`src/rtl/text_cell_renderer_if.sv`:
```
// Request, glyph-decoder and framebuffer-write signal bundle of the text cell renderer.
// The renderer connects through the slave modport; its surroundings use the master modport.
interface text_cell_renderer_if #(
  parameter int COL_W    = 5,
  parameter int ROW_W    = 3,
  parameter int X_W      = 8,
  parameter int Y_W      = 7,
  parameter int COLOUR_W = 3
);
  logic                req_valid;
  logic                req_ready;
  logic [6:0]          req_char;
  logic [COL_W-1:0]    req_col;
  logic [ROW_W-1:0]    req_row;
  logic [COLOUR_W-1:0] req_fg;
  logic [COLOUR_W-1:0] req_bg;
  logic                req_transp;
  logic [6:0]          dec_char;
  logic [127:0]        dec_pixels;
  logic [X_W-1:0]      fb_x;
  logic [Y_W-1:0]      fb_y;
  logic [COLOUR_W-1:0] fb_colour;
  logic                fb_write;
  logic                done;
  logic                err;

  modport master (
    output req_valid, req_char, req_col, req_row, req_fg, req_bg, req_transp, dec_pixels,
    input  req_ready, dec_char, fb_x, fb_y, fb_colour, fb_write, done, err
  );

  modport slave (
    input  req_valid, req_char, req_col, req_row, req_fg, req_bg, req_transp, dec_pixels,
    output req_ready, dec_char, fb_x, fb_y, fb_colour, fb_write, done, err
  );
endinterface

```
`src/rtl/text_cell_renderer.sv`:
```
// Draws one 8x16 character cell into the framebuffer per accepted request,
// one pixel per cycle, from the glyph returned by an external decoder.
module text_cell_renderer #(
  parameter int COLS     = 20,
  parameter int ROWS     = 7,
  parameter int COL_W    = 5,
  parameter int ROW_W    = 3,
  parameter int X_W      = 8,
  parameter int Y_W      = 7,
  parameter int COLOUR_W = 3
) (
  input logic                 clk,
  input logic                 resetn,
  text_cell_renderer_if.slave bus
);

  typedef enum logic [1:0] {
    IDLE = 2'd0,
    LOAD = 2'd1,
    DRAW = 2'd2,
    DONE = 2'd3
  } state_t;

  localparam logic [COL_W:0] COL_LIM = (COL_W+1)'(COLS);
  localparam logic [ROW_W:0] ROW_LIM = (ROW_W+1)'(ROWS);
  localparam logic [6:0]     LAST_PX = 7'd127;

  state_t              state_q;
  state_t              state_d;
  logic                accept;
  logic                in_range;
  logic [6:0]          dec_char_q;
  logic                err_q;

  logic [COL_W-1:0]    col_q;
  logic [ROW_W-1:0]    row_q;
  logic [COLOUR_W-1:0] fg_q;
  logic [COLOUR_W-1:0] bg_q;
  logic                transp_q;
  logic [127:0]        glyph_q;

  logic [6:0]          px_idx_p0;
  logic                vld_p0;
  logic                bit_p0;
  logic [X_W-1:0]      x_p0;
  logic [Y_W-1:0]      y_p0;
  logic [COLOUR_W-1:0] colour_p0;

  logic                vld_p1;
  logic [X_W-1:0]      fb_x_p1;
  logic [Y_W-1:0]      fb_y_p1;
  logic [COLOUR_W-1:0] fb_colour_p1;
  logic                done_q;
  logic                done_err_q;

  assign in_range = ({1'b0, bus.req_col} < COL_LIM) && ({1'b0, bus.req_row} < ROW_LIM);
  assign accept   = bus.req_valid && (state_q == IDLE);

  always_comb begin
    state_d = state_q;
    unique case (state_q)
      IDLE: if (bus.req_valid) state_d = in_range ? LOAD : DONE;
      LOAD: state_d = DRAW;
      DRAW: if (px_idx_p0 == LAST_PX) state_d = DONE;
      DONE: state_d = IDLE;
      default: state_d = IDLE;
    endcase
  end

  always_ff @(posedge clk or negedge resetn) begin
    if (!resetn) begin
      state_q    <= IDLE;
      px_idx_p0  <= '0;
      dec_char_q <= '0;
      err_q      <= 1'b0;
    end else begin
      state_q <= state_d;
      if (accept) begin
        err_q <= ~in_range;
        // Rejected cells leave the decoder pointing at the last drawn char.
        if (in_range) dec_char_q <= bus.req_char;
      end
      if (state_q == LOAD)      px_idx_p0 <= '0;
      else if (state_q == DRAW) px_idx_p0 <= px_idx_p0 + 7'd1;
    end
  end

  // Request fields and glyph are pure data, captured at accept and at the end of LOAD.
  always_ff @(posedge clk) begin
    if (accept) begin
      col_q    <= bus.req_col;
      row_q    <= bus.req_row;
      fg_q     <= bus.req_fg;
      bg_q     <= bus.req_bg;
      transp_q <= bus.req_transp;
    end
    if (state_q == LOAD) glyph_q <= bus.dec_pixels;
  end

  // ---- stage p0: pixel address and glyph bit for px_idx ----
  assign vld_p0    = (state_q == DRAW);
  assign bit_p0    = glyph_q[LAST_PX - px_idx_p0];
  assign x_p0      = X_W'({col_q, px_idx_p0[2:0]});
  assign y_p0      = Y_W'({row_q, px_idx_p0[6:3]});
  assign colour_p0 = bit_p0 ? fg_q : bg_q;

  // ---- stage p1: registered framebuffer write and completion flags ----
  always_ff @(posedge clk or negedge resetn) begin
    if (!resetn) begin
      vld_p1       <= 1'b0;
      fb_x_p1      <= '0;
      fb_y_p1      <= '0;
      fb_colour_p1 <= '0;
      done_q       <= 1'b0;
      done_err_q   <= 1'b0;
    end else begin
      vld_p1     <= vld_p0 && (bit_p0 || !transp_q);
      done_q     <= (state_q == DONE);
      done_err_q <= (state_q == DONE) && err_q;
      if (vld_p0) begin
        fb_x_p1      <= x_p0;
        fb_y_p1      <= y_p0;
        fb_colour_p1 <= colour_p0;
      end
    end
  end

  assign bus.req_ready = (state_q == IDLE);
  assign bus.dec_char  = dec_char_q;
  assign bus.fb_x      = fb_x_p1;
  assign bus.fb_y      = fb_y_p1;
  assign bus.fb_colour = fb_colour_p1;
  assign bus.fb_write  = vld_p1;
  assign bus.done      = done_q;
  assign bus.err       = done_err_q;

endmodule

```
`src/flat_wrapper.sv`:
```
// flat-port wrapper written by rule: the top's interface ports become plain ports
module text_cell_renderer_flat 
#(
  parameter int COLS     = 20,
  parameter int ROWS     = 7,
  parameter int COL_W    = 5,
  parameter int ROW_W    = 3,
  parameter int X_W      = 8,
  parameter int Y_W      = 7,
  parameter int COLOUR_W = 3
)
  (clk, resetn, bus_req_valid, bus_req_char, bus_req_col, bus_req_row, bus_req_fg, bus_req_bg, bus_req_transp, bus_dec_pixels, bus_req_ready, bus_dec_char, bus_fb_x, bus_fb_y, bus_fb_colour, bus_fb_write, bus_done, bus_err);
  text_cell_renderer_if #(.COL_W(COL_W), .ROW_W(ROW_W), .X_W(X_W), .Y_W(Y_W), .COLOUR_W(COLOUR_W)) bus_i ();
  input logic clk;
  input logic resetn;
  input wire logic [$bits(bus_i.req_valid)-1:0] bus_req_valid;
  input wire logic [$bits(bus_i.req_char)-1:0] bus_req_char;
  input wire logic [$bits(bus_i.req_col)-1:0] bus_req_col;
  input wire logic [$bits(bus_i.req_row)-1:0] bus_req_row;
  input wire logic [$bits(bus_i.req_fg)-1:0] bus_req_fg;
  input wire logic [$bits(bus_i.req_bg)-1:0] bus_req_bg;
  input wire logic [$bits(bus_i.req_transp)-1:0] bus_req_transp;
  input wire logic [$bits(bus_i.dec_pixels)-1:0] bus_dec_pixels;
  output wire logic [$bits(bus_i.req_ready)-1:0] bus_req_ready;
  output wire logic [$bits(bus_i.dec_char)-1:0] bus_dec_char;
  output wire logic [$bits(bus_i.fb_x)-1:0] bus_fb_x;
  output wire logic [$bits(bus_i.fb_y)-1:0] bus_fb_y;
  output wire logic [$bits(bus_i.fb_colour)-1:0] bus_fb_colour;
  output wire logic [$bits(bus_i.fb_write)-1:0] bus_fb_write;
  output wire logic [$bits(bus_i.done)-1:0] bus_done;
  output wire logic [$bits(bus_i.err)-1:0] bus_err;
  assign bus_i.req_valid = bus_req_valid;
  assign bus_i.req_char = bus_req_char;
  assign bus_i.req_col = bus_req_col;
  assign bus_i.req_row = bus_req_row;
  assign bus_i.req_fg = bus_req_fg;
  assign bus_i.req_bg = bus_req_bg;
  assign bus_i.req_transp = bus_req_transp;
  assign bus_i.dec_pixels = bus_dec_pixels;
  assign bus_req_ready = bus_i.req_ready;
  assign bus_dec_char = bus_i.dec_char;
  assign bus_fb_x = bus_i.fb_x;
  assign bus_fb_y = bus_i.fb_y;
  assign bus_fb_colour = bus_i.fb_colour;
  assign bus_fb_write = bus_i.fb_write;
  assign bus_done = bus_i.done;
  assign bus_err = bus_i.err;
  text_cell_renderer #(.COLS(COLS), .ROWS(ROWS), .COL_W(COL_W), .ROW_W(ROW_W), .X_W(X_W), .Y_W(Y_W), .COLOUR_W(COLOUR_W)) u_core (.clk(clk), .resetn(resetn), .bus(bus_i));
endmodule
```
`config.mk`:
```
export PLATFORM = sky130hd
export DESIGN_NAME = text_cell_renderer_flat
export DESIGN_NICKNAME = d
export VERILOG_FILES = /design/src/rtl/text_cell_renderer_if.sv /design/src/rtl/text_cell_renderer.sv /design/src/flat_wrapper.sv
export SDC_FILE = /design/constraint.sdc
export NUM_CORES = 1
export LEC_CHECK = 0
export ABC_CLOCK_PERIOD_IN_PS = 4400
export BUFFER_PORTS_ARGS = -buffer_cell sky130_fd_sc_hd__buf_2
export CAP_MARGIN = 20
export CORE_UTILIZATION = 45
export DETAILED_ROUTE_END_ITERATION = 7
export PLACE_DENSITY = 0.72
export SYNTH_ARGS = -nofsm -noshare
export SYNTH_HDL_FRONTEND = slang
export SYNTH_SLANG_ARGS = --single-unit
```
`constraint.sdc`:
```
create_clock -name clk -period 4.4 [get_ports clk]
set_input_delay 0.88 -clock clk [delete_from_list [all_inputs] [get_ports clk]]
set_output_delay 0.88 -clock clk [all_outputs]
set_load 0.005 [all_outputs]
```
# After elaboration in Yosys (flattened, before gate mapping)
# Cells that the tools add are included.
[totals]
ff_bits = 181
out_inout_bits = 29
wordCells = 47
[op_classes]
n_addsub = 2
n_lt_le_gt_ge = 3
eq_ne = 6
mux = 9
n_bitwise = 1
n_reduce_logical = 10
[op_table]
columns = ["operator", "n"]
rows = [
  ["$mux 7", 2],
  ["$lt 7x8->1 const B", 1],
  ["$pmux 2 s4", 1],
  ["$add 7x1->7 const B", 1],
  ["$bmux 1 s7", 1],
  ["$eq 7x7->1 const B", 1],
  ["$sub 7x7->7 const A", 1],
  ["$mux 2", 3],
  ["$lt 5x5->1 const B", 1],
  ["$eq 2x2->1 const B", 2],
  ["$logic_and 1x1->1", 4],
  ["$ne 2x2->1 const B", 2],
  ["$reduce_and 2->1", 2],
  ["$lt 3x3->1 const B", 1],
  ["$mux 3", 1],
  ["$eq 2x1->1 const B", 1],
  ["$logic_not 2->1", 1],
  ["$reduce_bool 2->1", 1],
  ["$logic_not 1->1", 1],
  ["$logic_or 1x1->1", 1],
  ["$mux 1", 1],
  ["$not 1->1", 1],
]

# Depth between registers and ports, before layout
[depth]
word_depth = 5
mapped_depth = 9

# Worst setup path before layout
# No wires, ideal clock.
[synth_path]
kind = "register -> register"
startpoint = "register u_core.state_q[1]"
endpoint = "register u_core.px_idx_p0[5]"
arrival_time_ns = 4.308
setup_slack_ns = -0.030
stages_incl_launch_ff = 5
path_buffers = 0
period_less_slack_ns = 4.430
path_cell_list = "dfrtp_1 -> inv_1 -> ha_1 -> o21ai_0 -> a22o_1"
[synth_between]
elab_chain_cells = 2
elab_cells_between_ends = 4
cone_classes = "2 x eq/ne; 1 x mux; 1 x reduce/logical"
[synth_rtl]
columns = ["element", "line_no", "source"]
rows = [
  ["from (decl)", "text_cell_renderer.sv:28", "state_t state_q;"],
  ["from (signal assigned)", "text_cell_renderer.sv:77", "state_q <= state_d;"],
  ["$eq 2x1->1 or $eq 2x2->1 (tied branches)", "text_cell_renderer.sv:83, text_cell_renderer.sv:84", ""],
  ["$mux 7 or $reduce_bool 2->1 (tied branches)", "n/a", ""],
  ["to (signal assigned)", "text_cell_renderer.sv:84", "else if (state_q == DRAW) px_idx_p0 <= px_idx_p0 + 7'd1;"],
  ["to (decl)", "text_cell_renderer.sv:42", "logic [6:0] px_idx_p0;"],
]
# Parallel ways exist; a longest one is shown, timed or not.
# A chain may end at the register's enable or synchronous reset.

# Final worst setup path
[layout_path]
startpoint = "register u_core.px_idx_p0[0]"
endpoint = "register u_core.vld_p1, in the netlist u_core.bus.fb_write"
[layout_between]
elab_chain_cells = 5
[layout_rtl]
columns = ["element", "line_no", "source"]
rows = [
  ["$sub 7x7->7", "text_cell_renderer.sv:102", "assign bit_p0 = glyph_q[LAST_PX - px_idx_p0];"],
  ["$bmux 1 s7", "text_cell_renderer.sv:102", ""],
  ["$mux 1 (implied by the code)", "text_cell_renderer.sv:102", ""],
  ["$logic_or 1x1->1", "text_cell_renderer.sv:117", "vld_p1 <= vld_p0 && (bit_p0 || !transp_q);"],
  ["$logic_and 1x1->1", "text_cell_renderer.sv:117", ""],
  ["to (signal assigned)", "text_cell_renderer.sv:117", ""],
  ["to (decl)", "text_cell_renderer.sv:49", "logic vld_p1;"],
]
# No other way between the ends. The select of a mux whose other input is x is not followed.

==> flow_metrics.tcl <==
set metrics [dict create \
    antenna_found_initial 0 \
    drt_iter0_drc 253 \
    worstSetupPathType "register to register" \
    crit_arrival_ps 3310 \
    hold_class "register to register" \
    setup_viol 0 \
    layout_common_cells "buf_2, edfxtp_1, dfrtp_1" \
    synth.yosys.seq_area_share 0.739 \
    synth_area_leader_cell "edfxtp_1" \
    cts_tree "done" \
    vias 3960 \
    cp_data_required_time_ps 4710 \
    clkTransAtPathRegs_ps 70 \
    rsz0062_at_grt "false" \
    stdcell_count 774 \
    synth-edff-count 143 \
    layout_commonest_cell "buf_2" \
    clk_latency_ps 430 \
    netlist_area_um2 7100 \
    path_cells "buf_4, mux4_2, a22oi_1, a31oi_1, a2111o_1, o21a_4, o21a_1" \
    cts-resized-gates 0 \
    crit_fanout 22 \
    powerDensity_nw_per_um2 393 \
    setup.worst_path.start_class "register" \
    clk_path_buf_depth 2 \
    p_leak_nw 3.42 \
    routabilityCongestion 0.775 \
    worst_slew_pin_slew_ps 1030 \
    tns_ps 0 \
    synth-main-ff-cell "edfxtp_1" \
    synth_top_area_frac 0.605 \
    grt_max_degree 81 \
    vdd_drop_max_v 0.000269 \
    finalClockSkew_ps 7.50 \
    ys_seq_elements 181 \
    numCtsBuffers 17 \
    synth_cells 365 \
    dp_cells 742 \
    slew_viol_final 0 \
    end_kind "register" \
    ys_types 43 \
    status "completed" \
    hold_viol 0 \
    min_period_ps 3000 \
    netlist_top_cells_area "edfxtp_1, dfrtp_1, mux4_2" \
    grt-ovfl-total 0 \
    cts_max_level 4 \
    ys_warn_count 0 \
    wl_um 13900 \
    syn_nets 523 \
    r2r.worst_path.cells 7 \
    async_flop_share 0.210 \
    fp-row-count 45 \
    fp.dieW_um 128 \
    viasPerCell 5.12 \
    die_h_um 128 \
    slowest_stage "dfrtp_2" \
    io_buffer_count 181 \
    synth_area_per_cell_um2 19.4 \
    ioPinCount 182 \
    hold_depth 1 \
    place_hpwl_um 9880 \
    grt_pass1_vias 4096 \
    max_slew_margin 0.313 \
    max_stage_delay_ps 730 \
    antenna-diode-count 0 \
    start_util 0.463 \
    final.period_utilization 0.681 \
    antenna_left 0 \
    maxCapViolCount 0 \
    cts_sinks 181 \
    area.growth.synth_to_final_pct 24.0 \
    cts_post_setup_buffers_inserted 0 \
    grt_usage 0.182 \
    die-area_um2 16300 \
    coreArea_um2 15300 \
    drc_errors 0 \
    fmax_ghz 0.334 \
    routedWlPerCell_um 18.0 \
    layout-drive-gt1-share 0.487 \
    first_pass_iters 4 \
    layout.nets 708 \
    grt_pass1_wl_um 21400 \
    postCtsHoldBufs 0 \
    cts-root-buf "clkbuf_16" \
]
## synth_stat cells, types with 4 or more instances
cell type and number:
a21oi_1 5, buf_2 5, buf_4 4, clkbuf_1 6, dfrtp_1 38, edfxtp_1 143
ha_1 5, inv_1 7, mux2_2 26, mux2i_1 5, mux4_1 6, mux4_2 25
nand2_1 11, nand2b_1 7, nand3_1 7, nor2_1 6, nor2b_1 4, nor3_1 4
o2111ai_1 4, o21ai_0 8
## kinds of logic (layout without fill, tap and decap cells)
kind of cell | Yosys count | count (layout) | synth area share
AO/OA/AOI/OAI | 43 | 43 | 0.0467
flip-flops | 181 | 181 | 0.739
adder cells (fa/ha/maj) | 5 | 5 | 0.00882
multiplexers | 62 | 62 | 0.150
buffers and inverters | 26 | 224 | 0.0199
AND/OR/NAND/NOR | 48 | 48 | 0.0354
## metal layers
metal	track usage	routed length [um]
met5	0	0
met4	0.0844	353
met3	0.0578	938
met2	0.279	6340
met1	0.238	6290
## sequential cells by signal, summed over array words and instances (netlist names), 2 cells and up
name                  flops
u_core.bus.fb_y           7
u_core.glyph_q          128
u_core.fg_q               3
u_core.bus.fb_colour      3
u_core.state_q            2
u_core.row_q              3
u_core.bus.dec_char       7
u_core.bg_q               3
u_core.col_q              5
u_core.px_idx_p0          7
u_core.bus.fb_x           8
## worst paths after layout
| kind | endpoint | slack [ps] | from |
|---|---|---|---|
| hold / removal | u_core.bus.fb_y[4] | 480 | u_core.row_q[0] |
| setup / recovery | u_core.bus.fb_write | 1400 | u_core.px_idx_p0[0] |
| min in group asynchronous | u_core.bus.fb_y[4] | 550 | resetn |
| setup reg to reg | u_core.bus.fb_write | 1400 | u_core.px_idx_p0[0] |
| hold reg to reg | u_core.bus.fb_y[4] | 480 | u_core.row_q[0] |
| max in group asynchronous | u_core.px_idx_p0[1] | 3270 | resetn |
## where the power goes
group	switching, W	total, W	internal (W)
clock network	0.000636	0.00154	0.000902
logic	0.0000312	0.0000782	0.0000470
registers	0	0.00185	0.00185
## layout make-up
class	instances	area (um2)
flip-flops and latches	181	5250
repair buffers	185	936
clock inverters	14	176
well taps	211	264
fillers	1219	6510
inverters	7	26.3
clock buffers	18	429
multi-input cells	158	1720
## worst max-delay path: cells and delay by family (launching register included)
family                 cells  cell delay (ps)
multiplexers               1              540
AO/OA/AOI/OAI              5             1230
flip-flops                 1              730
buffers and inverters      1              380
## through the flow
stage / power, W / utilization / hold slack, ps / setup WS [ps] / cell area, um2
2_1_floorplan: 0.00188 / - / 454 / 1500 / 7100
3_5_place_dp: 0.00196 / 0.535 / 462 / 1420 / 8200
3_3_place_gp: 0.00196 / 0.535 / 461 / 1470 / 8200
5_1_grt: 0.00357 / 0.575 / 497 / 1270 / 8800
6_report: 0.00346 / 0.575 / 476 / 1400 / 8800
4_1_cts: 0.00350 / 0.575 / 478 / 1400 / 8800
Note: power is estimated with default switching activity, not from simulation.
